==> src/rtl/sdram_arbiter.sv <==
// rtl/sdram_arbiter.sv - two-port burst arbiter in front of an SDRAM controller
//
// Purpose:
//   Shares one SDRAM controller between a write requester (port 0, RX
//   capture) and a read requester (port 1, TX playback). Each grant moves
//   BURST_LEN consecutive words starting at the latched start address
//   (modulo 2^ADDR_WIDTH). The arbiter returns to IDLE for one cycle after
//   every burst and re-arbitrates there.
//
// Configuration macro:
//   SDRAM_ARB_RX_PRIO_EN  defined   : port 0 always wins simultaneous requests
//                         undefined : simultaneous requests go round-robin
//
// Ports:
//   clk, reset            single clock; asynchronous active-high reset
//   p0_req/p0_addr        port 0 burst request and start address
//   p0_wdata              port 0 current write word (passed straight through)
//   p0_gnt/p0_ack         port 0 owns the burst / current word accepted
//   p1_req/p1_addr        port 1 burst request and start address
//   p1_gnt                port 1 owns the burst
//   p1_rdata/p1_rvalid    registered copy of controller read data/strobe
//   az_*                  command side of the SDRAM controller
//   za_*                  response side of the SDRAM controller
//   rd_pending            reads issued but not yet returned (saturating)

module sdram_arbiter #(
  parameter int ADDR_WIDTH = 22,
  parameter int DATA_WIDTH = 16,
  parameter int BURST_LEN  = 8
) (
  input  logic                  clk,
  input  logic                  reset,
  input  logic                  p0_req,
  input  logic [ADDR_WIDTH-1:0] p0_addr,
  input  logic [DATA_WIDTH-1:0] p0_wdata,
  output logic                  p0_gnt,
  output logic                  p0_ack,
  input  logic                  p1_req,
  input  logic [ADDR_WIDTH-1:0] p1_addr,
  output logic                  p1_gnt,
  output logic [DATA_WIDTH-1:0] p1_rdata,
  output logic                  p1_rvalid,
  output logic [ADDR_WIDTH-1:0] az_addr,
  output logic [DATA_WIDTH-1:0] az_data,
  output logic [1:0]            az_be_n,
  output logic                  az_cs,
  output logic                  az_rd_n,
  output logic                  az_wr_n,
  input  logic [DATA_WIDTH-1:0] za_data,
  input  logic                  za_valid,
  input  logic                  za_waitrequest,
  output logic [7:0]            rd_pending
);

  localparam int CNT_W = (BURST_LEN > 1) ? $clog2(BURST_LEN) : 1;
  localparam logic [CNT_W-1:0] CNT_LAST = CNT_W'(BURST_LEN - 1);

  typedef enum logic [1:0] {
    IDLE     = 2'd0,
    WR_BURST = 2'd1,
    RD_BURST = 2'd2
  } state_t;

  state_t                  state_q, state_d;
  logic [ADDR_WIDTH-1:0]   start_q, start_d;
  logic [CNT_W-1:0]        cnt_q, cnt_d;
  logic                    last_p1_q, last_p1_d;   // 1: port 1 was served last
  logic [7:0]              pend_q, pend_d;
  logic [DATA_WIDTH-1:0]   rdata_q;
  logic                    rvalid_q;

  logic                    pick_p0;
  logic [ADDR_WIDTH-1:0]   word_addr;
  logic                    rd_issue;

  // Arbitration only matters in IDLE; pick_p0 selects port 0 when it is
  // requesting and either alone or entitled to win the contention.
`ifdef SDRAM_ARB_RX_PRIO_EN
  assign pick_p0 = p0_req;
`else
  assign pick_p0 = p0_req && (!p1_req || last_p1_q);
`endif

  // Natural truncation to ADDR_WIDTH gives the wrap past the top address.
  assign word_addr = start_q + ADDR_WIDTH'(cnt_q);

  assign rd_issue = (state_q == RD_BURST) && !za_waitrequest;

  // Next-state and command outputs. Command outputs are pure functions of
  // the registered state/count, so a waitrequest stall holds them stable.
  always_comb begin
    state_d   = state_q;
    start_d   = start_q;
    cnt_d     = cnt_q;
    last_p1_d = last_p1_q;
    p0_gnt    = 1'b0;
    p1_gnt    = 1'b0;
    p0_ack    = 1'b0;
    az_cs     = 1'b0;
    az_rd_n   = 1'b1;
    az_wr_n   = 1'b1;
    az_be_n   = 2'b00;
    az_addr   = '0;
    az_data   = '0;

    case (state_q)
      IDLE: begin
        if (p0_req || p1_req) begin
          cnt_d = '0;
          if (pick_p0) begin
            state_d   = WR_BURST;
            start_d   = p0_addr;
            last_p1_d = 1'b0;
          end else begin
            state_d   = RD_BURST;
            start_d   = p1_addr;
            last_p1_d = 1'b1;
          end
        end
      end

      WR_BURST: begin
        p0_gnt  = 1'b1;
        az_cs   = 1'b1;
        az_wr_n = 1'b0;
        az_addr = word_addr;
        az_data = p0_wdata;
        p0_ack  = !za_waitrequest;
        if (!za_waitrequest) begin
          cnt_d = cnt_q + 1'b1;
          if (cnt_q == CNT_LAST) begin
            state_d = IDLE;
          end
        end
      end

      RD_BURST: begin
        p1_gnt  = 1'b1;
        az_cs   = 1'b1;
        az_rd_n = 1'b0;
        az_addr = word_addr;
        if (!za_waitrequest) begin
          cnt_d = cnt_q + 1'b1;
          if (cnt_q == CNT_LAST) begin
            state_d = IDLE;
          end
        end
      end

      default: begin
        state_d = IDLE;
      end
    endcase
  end

  // Outstanding-read counter: a same-cycle issue and return cancel out;
  // saturates at 255 and never goes below zero.
  always_comb begin
    pend_d = pend_q;
    if (rd_issue && !za_valid) begin
      if (pend_q != 8'hFF) begin
        pend_d = pend_q + 8'd1;
      end
    end else if (!rd_issue && za_valid) begin
      if (pend_q != 8'h00) begin
        pend_d = pend_q - 8'd1;
      end
    end
  end

  always_ff @(posedge clk or posedge reset) begin
    if (reset) begin
      state_q   <= IDLE;
      start_q   <= '0;
      cnt_q     <= '0;
      last_p1_q <= 1'b1;
      pend_q    <= 8'd0;
      rdata_q   <= '0;
      rvalid_q  <= 1'b0;
    end else begin
      state_q   <= state_d;
      start_q   <= start_d;
      cnt_q     <= cnt_d;
      last_p1_q <= last_p1_d;
      pend_q    <= pend_d;
      rdata_q   <= za_data;
      rvalid_q  <= za_valid;
    end
  end

  assign p1_rdata   = rdata_q;
  assign p1_rvalid  = rvalid_q;
  assign rd_pending = pend_q;

endmodule

==> config.mk <==
export PLATFORM = sky130hd
export DESIGN_NAME = sdram_arbiter
export DESIGN_NICKNAME = d
export VERILOG_FILES = /design/src/rtl/sdram_arbiter.sv
export SDC_FILE = /design/constraint.sdc
export NUM_CORES = 1
export LEC_CHECK = 0
export CORE_MARGIN = 10
export CORE_UTILIZATION = 44
export DETAILED_ROUTE_END_ITERATION = 8
export HOLD_SLACK_MARGIN = 0.05
export PLACE_DENSITY_LB_ADDON = 0.25
export SYNTH_ARGS = -nofsm -noshare
export SYNTH_HDL_FRONTEND = slang
export SYNTH_SLANG_ARGS = --single-unit
export TNS_END_PERCENT = 1
==> constraint.sdc <==
create_clock -name clk -period 3.91 [get_ports clk]
set_clock_uncertainty 0.15 [all_clocks]
set_input_delay 0.782 -clock clk [delete_from_list [all_inputs] [get_ports clk]]
set_output_delay 0.782 -clock clk [all_outputs]
set_load 0.05 [all_outputs]
==> reports/results.tsv <==
metric	value	unit
Most used DFF post-synth	sky130_fd_sc_hd__dfrtp_1	
area of the core	6790	um^2
slew at the pin with the worst max-slew slack	1.08	ns
Fmax	268	MHz
CTS tree	yes	
number of optimization iterations in the first detailed-route pass	7	
post-CTS setup buffer count	0	
period utilisation layout	95.4	%
antenna violations before repair	0	
WL final	9.60	mm
max-slew violation count	0	
run status	complete, no violations	
Crit Path Max Fanout	4	
clock edge transition at the registers on the reported setup and hold paths	0.10	ns
Residual DRC	0	
VDD IR max	514	uV
Synthesis Warnings	0	
Fill cells	504	
total global routing track utilization	17.3	%
number of hold buffers added after CTS	0	
fraction of layout cells with a size suffix above 1	8.91	%
total congestion overflow	0	
pin count of the biggest net entering global routing	54	
CP startpoint kind	flip-flop	
shortest period the worst path allows	3.73	ns
die height	104	um
flip-flop and latch area	1330	um^2
root buffer cell	sky130_fd_sc_hd__clkbuf_8	
total chip power	3.86	mW
worst min path class	reg -> reg	
Ports	153	
setup repair after global routing missed its margin	false	
remaining antenna violation count after routing	0	
unique cell type count in the Yosys netlist	44	
routability-driven placement congestion ratio	0.836	
maximum count of clock buffers along a single path	2	
antenna diode instance count	0	
required time worst endpoint	2.98	ns
Total Die Area	10700	um^2
footprint of the multi-input gates	1570	um^2
total count of hold-check failures in the final report	0	
final instance count without filler cells	556	
drt initial violations	191	
number of sinks on the clock net	53	
global-route wire length before repair	15.8	mm
Detailed Place HPWL	7.61	mm
arrival time of data at the critical path endpoint	2.80	ns
post-synthesis to final-layout area growth	58.3	%
number of I/O port buffers	150	
synthesized area divided by synthesized cell count	9.90	um^2
total number of vias	2870	
leak pwr	2.19	nW
CTS HTree Levels	2	
routed len/inst	17.3	um
Post-synth EDFFs	0	
number of rows created at floorplan	30	
flops & latches, synth	53	
maxcap violations	0	
number of global-route vias before repair	2990	
# placed instances	548	
Relative slew margins	28.1	%
sequential share of the synthesized area	43.1	%
Horiz. Die Dim	104	um
share of flip-flops with an asynchronous set or reset	100	%
Synth Cell Area	3080	um^2
clock latency on the worst-skew pair	0.32	ns
effective utilization at floorplan	45.3	%
final setup fails	0	
Mapped Cells	311	
Power Dens Cells	792	nW/um^2
total negative setup slack	0	ns
number of buffers inserted during clock tree synthesis	5	
CP Capture Type	output pin	
classification of the worst setup path	reg -> out	
number of nets in the layout	559	
number of vias per cell after detailed routing	5.16	
## state kept, by name (all words and copies together) (netlist names)
| register | count |
|---|---|
| last_p1_q | 1 |
| p1_rdata | 16 |
| rd_pending | 8 |
| start_q | 22 |
| cnt_q | 3 |
| state_q | 2 |
| p1_rvalid | 1 |
## worst max-delay path, cell delays in order, from the launching register on
cell and delay [ns]:
sky130_fd_sc_hd__dfrtp_1 0.41, sky130_fd_sc_hd__ha_1 0.23, sky130_fd_sc_hd__fa_1 0.42, sky130_fd_sc_hd__a21o_1 0.24
sky130_fd_sc_hd__nand4_1 0.12, sky130_fd_sc_hd__xnor2_1 0.12, sky130_fd_sc_hd__and2_1 0.13, sky130_fd_sc_hd__clkdlybuf4s50_1 0.82
## synth_stat cells, drive strengths merged (2+ instances only)
| cell type | instances | area [um^2] |
|---|---|---|
| a222oi | 22 | 220 |
| inv | 35 | 131 |
| and4 | 3 | 28.8 |
| a21boi | 4 | 30.0 |
| clkbuf | 10 | 37.5 |
| nand4 | 4 | 40.0 |
| o21ai | 18 | 90.1 |
| nand2 | 18 | 67.6 |
| a211oi | 2 | 15.0 |
| dfrtp | 52 | 1300 |
| a22o | 2 | 17.5 |
| nor4b | 3 | 32.5 |
| nor3 | 5 | 25.0 |
| nand3 | 11 | 55.1 |
| buf | 5 | 30.0 |
| ha | 16 | 200 |
| o31ai | 2 | 15.0 |
| nor4 | 7 | 62.6 |
| and3 | 2 | 13.8 |
| and2 | 36 | 225 |
| a21oi | 7 | 35.0 |
| xnor2 | 6 | 52.6 |
| a21o | 4 | 30.0 |
| xor2 | 17 | 149 |
| or3 | 2 | 12.5 |
| fa | 2 | 40.0 |
| nor2 | 6 | 22.5 |
| nor3b | 3 | 27.5 |
## cells in the final DEF, fill, tap and decap left out, drive strengths merged, types with 2 or more instances in the layout
cell type and instances:
clkdlybuf4s50 133, dfrtp 52, inv 38, and2 36
a222oi 22, nand2 18, o21ai 18, buf 18
xor2 17, ha 16, nand3 11, a21oi 7
nor4 7, nor2 6, xnor2 6, nor3 5
clkbuf 5, a21o 4, nand4 4, a21boi 4
dlymetal6s2s 3, nor4b 3, and4 3, nor3b 3
a211oi 2, a22o 2, or3 2, o31ai 2
fa 2, conb 2, and3 2
## power breakdown
group / internal (mW) / switching [mW] / total (mW)
clock: 0.136 / 0.207 / 0.343
combinational: 0.990 / 1.55 / 2.54
sequential: 0.740 / 0.243 / 0.983
## stage by stage
stage / worst slack (ns) / instance area [um^2] / utilization, % / hold WS [ns]
floorplan: 0.513 / 3080 / - / 0.316
global placement: 0.438 / 4770 / 70.1 / 0.330
detailed placement: 0.344 / 4770 / 70.1 / 0.340
CTS: 0.0424 / 4860 / 71.6 / 0.362
global route: 0.0417 / 4870 / 71.7 / 0.389
finish: 0.180 / 4870 / 71.7 / 0.361
## area by class of cell
cell class              count  area share [%]
multi-input cells         209            32.3
well taps                  96            2.46
inverters                  35            2.70
flip-flops and latches     53            27.2
repair buffers            155            33.3
clock buffers               5            1.41
clock inverters             3           0.590
## kinds of logic (layout without fill, tap and decap cells)
family | after synthesis | count (layout) | synth area share (%)
and+or+nand+nor | 101 | 101 | 20.2
buffers and inverters | 50 | 198 | 6.46
muxes | 1 | 1 | 0.366
other | 1 | 2 | 0.122
xor gates and xnor gates | 23 | 23 | 6.54
adders and majority gates | 18 | 18 | 7.80
AOI/OAI and AO/OA | 64 | 64 | 15.4
DFF | 53 | 53 | 43.1
## final timing paths
| kind | startpoint | endpoint | slack (ns) | depth (start not counted) |
|---|---|---|---|---|
| worst max-delay path | cnt_q[0] | az_addr[6] | 0.18 | 7 |
| worst max register to register | state_q[0] | rd_pending[5] | 0.97 | 12 |
| min in group asynchronous | reset | start_q[9] | 0.89 | 2 |
| max in group asynchronous | reset | cnt_q[2] | 2.06 | 2 |
| worst min-delay path | start_q[0] | start_q[0] | 0.36 | 2 |
| worst min register to register | start_q[0] | start_q[0] | 0.36 | 2 |
## layer usage
metal  global-route usage [%]  share of wire (%)
met5                        0                  0
met2                     30.4                 51
met4                     3.28                1.0
met3                     6.75                8.3
met1                     19.5                 40
## what timing repair did
item	4_1_cts	5_1_grt
endpoints found under the setup margin	1	3
cloned	0	0
gates resized for setup	1	4
pin swaps	0	0
(Power assumes the default switching activity.)
